$ cat src/rtl/seg_scan_if.sv
// rtl/seg_scan_if.sv - BCD capture and multiplexed display signals of the segment scanner
// master drives the value to show; slave is the scanner itself.
interface seg_scan_if;
   logic        bcd_valid;
   logic [35:0] bcd;
   logic        blank_en;
   logic [7:0]  an;
   logic [6:0]  seg;
   logic        dp;
   logic        ovf;

   modport master (output bcd_valid, bcd, blank_en, input an, seg, dp, ovf);
   modport slave  (input bcd_valid, bcd, blank_en, output an, seg, dp, ovf);
endinterface

$ cat src/rtl/seg_scan.sv
// rtl/seg_scan.sv - eight-digit multiplexed seven-segment scanner for a nine-digit BCD value
// Each digit is lit for CLK_DIV cycles; outputs are registered one cycle behind idx/val.
module seg_scan #(
   parameter int CLK_DIV = 100000
) (
   input  logic     clk,
   input  logic     rst,
   seg_scan_if.slave bus
);

   localparam int DW = (CLK_DIV > 2) ? $clog2(CLK_DIV) : 1;
   localparam logic [DW-1:0] DIV_LAST = DW'(CLK_DIV - 1);

   logic [DW-1:0] div;
   logic [2:0]    idx;
   logic [31:0]   val;
   logic          ovf_q;
   logic [31:0]   upper;
   logic [3:0]    digit;
   logic [6:0]    seg_d;
   logic [7:0]    an_q;
   logic [6:0]    seg_q;
   logic          dp_q;

   always_ff @(posedge clk) begin
      if (rst) begin
         div   <= '0;
         idx   <= 3'd0;
         val   <= 32'd0;
         ovf_q <= 1'b0;
      end else begin
         if (div == DIV_LAST) begin
            div <= '0;
            idx <= idx + 3'd1;
         end else begin
            div <= div + 1'b1;
         end
         if (bus.bcd_valid) begin
            val   <= bus.bcd[31:0];
            ovf_q <= (bus.bcd[35:32] != 4'd0);
         end
      end
   end

   // upper holds the current digit and everything more significant, so it doubles as the blanking test
   always_comb begin
      upper = val >> {idx, 2'b00};
      digit = upper[3:0];
      case (digit)
         4'd0:    seg_d = 7'h40;
         4'd1:    seg_d = 7'h79;
         4'd2:    seg_d = 7'h24;
         4'd3:    seg_d = 7'h30;
         4'd4:    seg_d = 7'h19;
         4'd5:    seg_d = 7'h12;
         4'd6:    seg_d = 7'h02;
         4'd7:    seg_d = 7'h78;
         4'd8:    seg_d = 7'h00;
         4'd9:    seg_d = 7'h10;
         default: seg_d = 7'h06;
      endcase
      if (ovf_q)
         seg_d = 7'h3F;
      else if (bus.blank_en && (idx != 3'd0) && (upper == 32'd0))
         seg_d = 7'h7F;
   end

   always_ff @(posedge clk) begin
      if (rst) begin
         an_q  <= 8'hFF;
         seg_q <= 7'h7F;
         dp_q  <= 1'b1;
      end else begin
         an_q  <= ~(8'b1 << idx);
         seg_q <= seg_d;
         dp_q  <= 1'b1;
      end
   end

   assign bus.an  = an_q;
   assign bus.seg = seg_q;
   assign bus.dp  = dp_q;
   assign bus.ovf = ovf_q;

endmodule

$ cat src/flat_wrapper.sv
// flat-port wrapper written by rule: the top's interface ports become plain ports
module seg_scan_flat 
#(
   parameter int CLK_DIV = 100000
)
  (clk, rst, bus_bcd_valid, bus_bcd, bus_blank_en, bus_an, bus_seg, bus_dp, bus_ovf);
  seg_scan_if bus_i ();
  input  logic clk;
  input  logic rst;
  input wire logic [$bits(bus_i.bcd_valid)-1:0] bus_bcd_valid;
  input wire logic [$bits(bus_i.bcd)-1:0] bus_bcd;
  input wire logic [$bits(bus_i.blank_en)-1:0] bus_blank_en;
  output wire logic [$bits(bus_i.an)-1:0] bus_an;
  output wire logic [$bits(bus_i.seg)-1:0] bus_seg;
  output wire logic [$bits(bus_i.dp)-1:0] bus_dp;
  output wire logic [$bits(bus_i.ovf)-1:0] bus_ovf;
  assign bus_i.bcd_valid = bus_bcd_valid;
  assign bus_i.bcd = bus_bcd;
  assign bus_i.blank_en = bus_blank_en;
  assign bus_an = bus_i.an;
  assign bus_seg = bus_i.seg;
  assign bus_dp = bus_i.dp;
  assign bus_ovf = bus_i.ovf;
  seg_scan #(.CLK_DIV(CLK_DIV)) u_core (.clk(clk), .rst(rst), .bus(bus_i));
endmodule
$ cat config.mk
export PLATFORM = sky130hd
export DESIGN_NAME = seg_scan_flat
export DESIGN_NICKNAME = d
export VERILOG_FILES = /design/src/rtl/seg_scan_if.sv /design/src/rtl/seg_scan.sv /design/src/flat_wrapper.sv
export SDC_FILE = /design/constraint.sdc
export NUM_CORES = 1
export LEC_CHECK = 0
export ABC_AREA = 1
export BUFFER_PORTS_ARGS = -buffer_cell sky130_fd_sc_hd__buf_2
export CAP_MARGIN = 5
export CORE_ASPECT_RATIO = 1.1
export CORE_UTILIZATION = 51
export DETAILED_ROUTE_END_ITERATION = 10
export GPL_TIMING_DRIVEN = 1
export PLACE_DENSITY_LB_ADDON = 0.05
export RECOVER_POWER = 100
export SYNTH_ARGS = -nofsm -noshare
export SYNTH_HDL_FRONTEND = slang
export SYNTH_SLANG_ARGS = --single-unit
$ cat constraint.sdc
create_clock -name clk -period 2.1 [get_ports clk]
set_clock_uncertainty 0.05 [all_clocks]
set_input_delay 0.105 -clock clk [delete_from_list [all_inputs] [get_ports clk]]
set_output_delay 0.105 -clock clk [all_outputs]
set_load 0.02 [all_outputs]
**Word-level counts from Yosys, hierarchy flattened**

Memory sizes are Yosys's and may differ from the RTL's.
Cells that the tools add are included.

- Output and inout port bits: 17
- Logic and storage cells: 23
- Input port bits: 40
- Register bits: 68
- Memories kept: 1
- ROM bits: 112

Memories:

| name | depth | bits a word | rd ports | clocked after Yosys merged registers in | wr ports | RTL line | source |
|---|---|---|---|---|---|---|---|
| (name not given) | 16 | 7 | 1 | 0 | 0 | seg_scan.sv:49 | `case (digit)` |

- Reduce and logical (&&, ||, !) cells: 7
- Add/subtract/negate cells: 2
- Equal/unequal tests: 1
- Mux-type cells: 2
- Shifts and indexed selects: 2
- Bitwise gates (word level): 1

Operators with widths:

| cell | count |
|---|---|
| $logic_not 32->1 | 1 |
| $shr 32x5->32 | 1 |
| $add 17x1->17 const B | 1 |
| $eq 17x17->1 const B | 1 |
| $mux 7 | 2 |
| $not 8->8 | 1 |
| $shl 1x3->8 const A | 1 |
| $reduce_bool 4->1 | 1 |
| $add 3x1->3 const B | 1 |
| $reduce_bool 3->1 | 1 |
| $reduce_or 3->1 | 1 |
| $logic_and 1x1->1 | 2 |
| $reduce_or 2->1 | 1 |

**Logic depth before layout (Yosys ltp)**

- Depth after elaboration: 5
- Mapped depth: 19

**Worst setup path after synthesis**

Ideal clock, no wire load.

- Kind: register -> register
- Start: register u_core.idx[0]
- End: register u_core.seg_q[6], in the netlist u_core.bus.seg[6]
- Cell stages (with the launch flop): 19
- Setup slack: -82 ps
- Clock period less this slack: 2,182 ps
- Buffers on the path: 2
- Data arrival time: 2,071 ps
- Setup time: 61 ps
- Data required time: 1,989 ps
- Path through: dfxtp_1 > buf_6 > buf_6 > nand2_1 > nand2_1 > o21ai_1 > inv_1 > o21ai_1 > ha_1 > nand2_1 > a21oi_1 > o21ai_0 > nor2_1 > nand4_1 > a21oi_2 > nand2_2 > nand2_1 > nand2_1 > nand2_1

- Word-level cells in the longest chain between the ends: 5

Ends and longest elaborated chain:

| element | RTL line | source |
|---|---|---|
| start: declaration | seg_scan.sv:15 | `logic [2:0] idx;` |
| start signal: assignment | seg_scan.sv:34 | `idx <= idx + 3'd1;` |
| branches (longest 3 deep; another with $mem_v2 16x7) | - |  |
| $mux 7 * | seg_scan.sv:64 | `else if (bus.blank_en && (idx != 3'd0) && (upper == 32'd0))` |
| $mux 7 * | seg_scan.sv:62 | `if (ovf_q)` |
| end signal: assignment | seg_scan.sv:75 | `seg_q <= seg_d;` |
| end: declaration | seg_scan.sv:22 | `logic [6:0] seg_q;` |

Every way passes the cells marked *.
A chain may end at the register's enable or synchronous reset.

**Final worst setup path**

Ends and elaborated chain as after synthesis.

==> impl_metrics.csv <==
group,metric,value,unit
die,initial_utilization,52.51,%
cells_and_area,syn2layout_area_growth,28.35,%
die,die_h,88.16,µm
timing,hold_viol_final,0,
run,drv_cap,0,
detailed_routing,vias_per_cell,4.960,
pwr,totalPowerFinal,3.029,mW
detailed_routing,drt_iter0_markers,161,
logic_synthesis,ys_seq_area_share,39.55,%
timing,clock.fmax,468.5,MHz
setup_path,r2r_slack,-0.03,ns
logic_synthesis,synth_top_area_share,39.55,%
clock_network,cts_tree,"yes",
setup_path,r2r_end,"u_core.bus.seg[6]",
cells_and_area,fin_nets,621,
logic_synthesis,synth_edf_count,0,
logic_synthesis,yosys.cell_count.top_type,"nand2_1",
logic_synthesis,synthAdderAreaFrac,4.362,%
timing,worst_slack,-0.03450,ns
clock_network,cts_buffers,9,
logic_synthesis,synth_area,3442,µm²
grt,grt_max_degree,51,
detailed_routing,drtAntennaViolNets,0,
clock_network,path_clk_slew,0.08,ns
logic_synthesis,synth-compound-area-share,15.81,%
detailed_routing,finalWirelength,8151,µm
logic_synthesis,synthSimpleGateAreaFrac,29.01,%
run_status,violations,"setup timing",
pwr,vdd_drop_max,505.0,µV
setup_path,critPathKind,"reg -> reg",
clock_network,cts_buffer_depth,2,
logic_synthesis,async_flop_share,0,%
setup_path,cp.arrival,2.37,ns
setup_path,end_kind,"register",
cells_and_area,drive_gt1_share,20.91,%
logic_synthesis,netlist_top_cells_area,"dfxtp_1 40%, nand2_1 11%, nor2_1 6.4%",
logic_synthesis,yosys.area.top_type,"dfxtp_1",
detailed_routing,wl_per_cell,12.43,µm
cells_and_area,multiInputGateArea,1788,µm²
min_path,whs_path_depth,3,
logic_synthesis,syn_avg_cell_area,7.246,µm²
min_path,min_path_type,"in -> reg",
logic_synthesis,synth_top_family_by_area,"simple AND/OR/NAND/NOR gates",
timing,drv_slew,0,
logic_synthesis,synth.net_count,527,
clock_network,cts_sinks,68,
placed_design,hpwl,5934,µm
detailed_routing,drt_first_pass_iters,4,
logic_synthesis,netlist_instances,475,
logic_synthesis,yosys_most_used_dff,"dfxtp_1",
run_status,status,"finished, violations left",
pwr,leakagePower,1.993,nW
timing,setup_viol_count_final,1,
die,ioPinCount,57,
setup_path,worst-path-max-fanout,11,
timing,rsz0062_at_grt,"true",
clock_network,root_buffer,"clkbuf_8",
cells_and_area,fin_cells,656,
grt,grt_pass1_wl,13360,µm
min_path,hold_end,"u_core.val[23]",
grt,grt_pass1_vias,2905,
detailed_routing,vias,3254,
logic_synthesis,synth_seq_cells,68,
detailed_routing,drcViolationCount,0,
logic_synthesis,synthMuxAreaShare,0,%
grt,groute.usage.overall,24.88,%
clock_network,htree_levels,3,
die,rows,31,
setup_path,r2r_cells,18,
placed_design,io_buffer_count,55,
logic_synthesis,synth_cell_types,39,
setup_path,start_kind,"register",
grt,grt-ovfl-total,0,
cells_and_area,antenna_cells,0,
cells_and_area,regArea,1363,µm²
placed_design,dp.cells,612,
setup_path,r2r-start,"u_core.idx[0]",
cells_and_area,fill_cells,602,
timing,period_share,101.6,%
pwr,powerDensity,685.7,nW/µm²
grt,antenna_found_initial,0,
logic_synthesis,ys_warn_count,0,
setup_path,required,2.34,ns
die,die_area,7082,µm²
logic_synthesis,synth_xor_area_share,1.527,%
die,dieWidth,80.33,µm
min_path,worstHoldStart,"bus_bcd[23]",
clock_network,clk_latency,0.35,ns
placed_design,gp_congestion,0.8719,
die,core,6555,µm²
logic_synthesis,netlist_top_cells_count,"97 x nand2_1, 68 x dfxtp_1, 59 x nor2_1",
timing,period_needed,2.134,ns
worst max-delay path, cell delays in order, from the launching register on:
cell     delay (ns)
dfxtp_2        0.36
buf_6          0.12
inv_8          0.05
nand2_4        0.06
nand2_4        0.05
o21ai_2        0.14
inv_1          0.06
o21ai_2        0.15
ha_2           0.20
nand2_2        0.05
a21oi_2        0.09
o21ai_1        0.07
nor2_1         0.10
nand4_1        0.09
a21oi_2        0.13
nand2_2        0.11
nand2_1        0.09
nand2_1        0.04
nand2_1        0.04
worst max-delay path by stage:
stage	end	slack, ns	startpoint
CTS	u_core.bus.seg[6]	0.01	u_core.idx[0]
finish	u_core.bus.seg[6]	-0.03	u_core.idx[0]
global placement	u_core.bus.seg[6]	0.04	u_core.idx[0]
detailed placement	u_core.bus.seg[6]	-0.007	u_core.idx[0]
global route	u_core.bus.seg[6]	-0.23	u_core.idx[0]
floorplan	u_core.bus.seg[6]	-0.0009	u_core.idx[0]
flip-flops by register name, indices dropped and copies added, names as in the netlist:
register        cells
u_core.val         32
u_core.div         17
u_core.bus.seg      7
u_core.bus.an       8
u_core.bus.ovf      1
u_core.idx          3
final cells by class:
type | instances | area share (%)
well taps | 82 | 2.322
flip-flops and latches | 68 | 30.84
repair buffers | 104 | 16.48
multi-input cells | 334 | 40.47
clock buffers | 11 | 3.427
clock inverters | 5 | 1.869
inverters | 52 | 4.588
kinds of logic (layout without fill, tap and decap cells):
| logic type | count (synthesis) | count (layout) |
|---|---|---|
| compound gates | 98 | 98 |
| xor+xnor | 6 | 6 |
| fa+ha+maj | 12 | 12 |
| buf+inv | 73 | 172 |
| flops | 68 | 68 |
| other cells | 1 | 1 |
| simple gates | 217 | 217 |
timing repair:
action	4_1_cts	5_1_grt
cloned	0	0
pin swaps	1	9
hold buffers	27	0
gates resized for setup	4	14
endpoints found under the setup margin	1	7
hold endpoints to repair	28	0
buffers inserted	0	1
cell usage in the layout (no fill, tap or decap), types with 4 or more instances in the layout:
| cell type | n |
|---|---|
| nand2_1 | 93 |
| dfxtp_1 | 67 |
| nor2_1 | 59 |
| inv_1 | 45 |
| o21ai_0 | 42 |
| buf_2 | 40 |
| nand3_1 | 31 |
| dlygate4sd3_1 | 27 |
| a21oi_1 | 26 |
| buf_4 | 17 |
| clkbuf_1 | 15 |
| o21ai_1 | 12 |
| ha_1 | 11 |
| clkbuf_8 | 11 |
| o21ai_2 | 7 |
| nand2_2 | 6 |
| nand4_1 | 6 |
| inv_2 | 5 |
| nand3_2 | 5 |
| o211ai_1 | 4 |
| nor2_2 | 4 |
| nor3_1 | 4 |
| xor2_1 | 4 |
where the power goes:
part / leakage (nW) / internal (mW) / switching (mW)
clock network: 0.120 / 0.738 / 0.517
logic: 1.31 / 0.166 / 0.220
registers: 0.560 / 1.35 / 0.0368
total: 1.99 / 2.26 / 0.774
per-stage QoR:
stage | util (%) | setup WS (ns) | hold WS [ns] | TNS, ns | area [µm²]
2_1_floorplan | - | -0.0009264 | 0.1335 | -0.0009264 | 3446
3_3_place_gp | 59.11 | 0.04355 | 0.2761 | 0 | 3875
3_5_place_dp | 59.11 | -0.006622 | 0.2852 | -0.006622 | 3875
4_1_cts | 66.92 | 0.009940 | 0.01569 | 0 | 4387
5_1_grt | 67.40 | -0.2349 | 0.03621 | -1.046 | 4418
6_report | 67.40 | -0.03450 | 0.02061 | -0.03450 | 4418
metal layers:
metal / part of all wire, % / GRT usage, %
met3: 4.5 / 5.417
met5: 0 / 0
met1: 47 / 32.15
met4: 1.9 / 9.903
met2: 47 / 40.40
(Power assumes the default switching activity.)
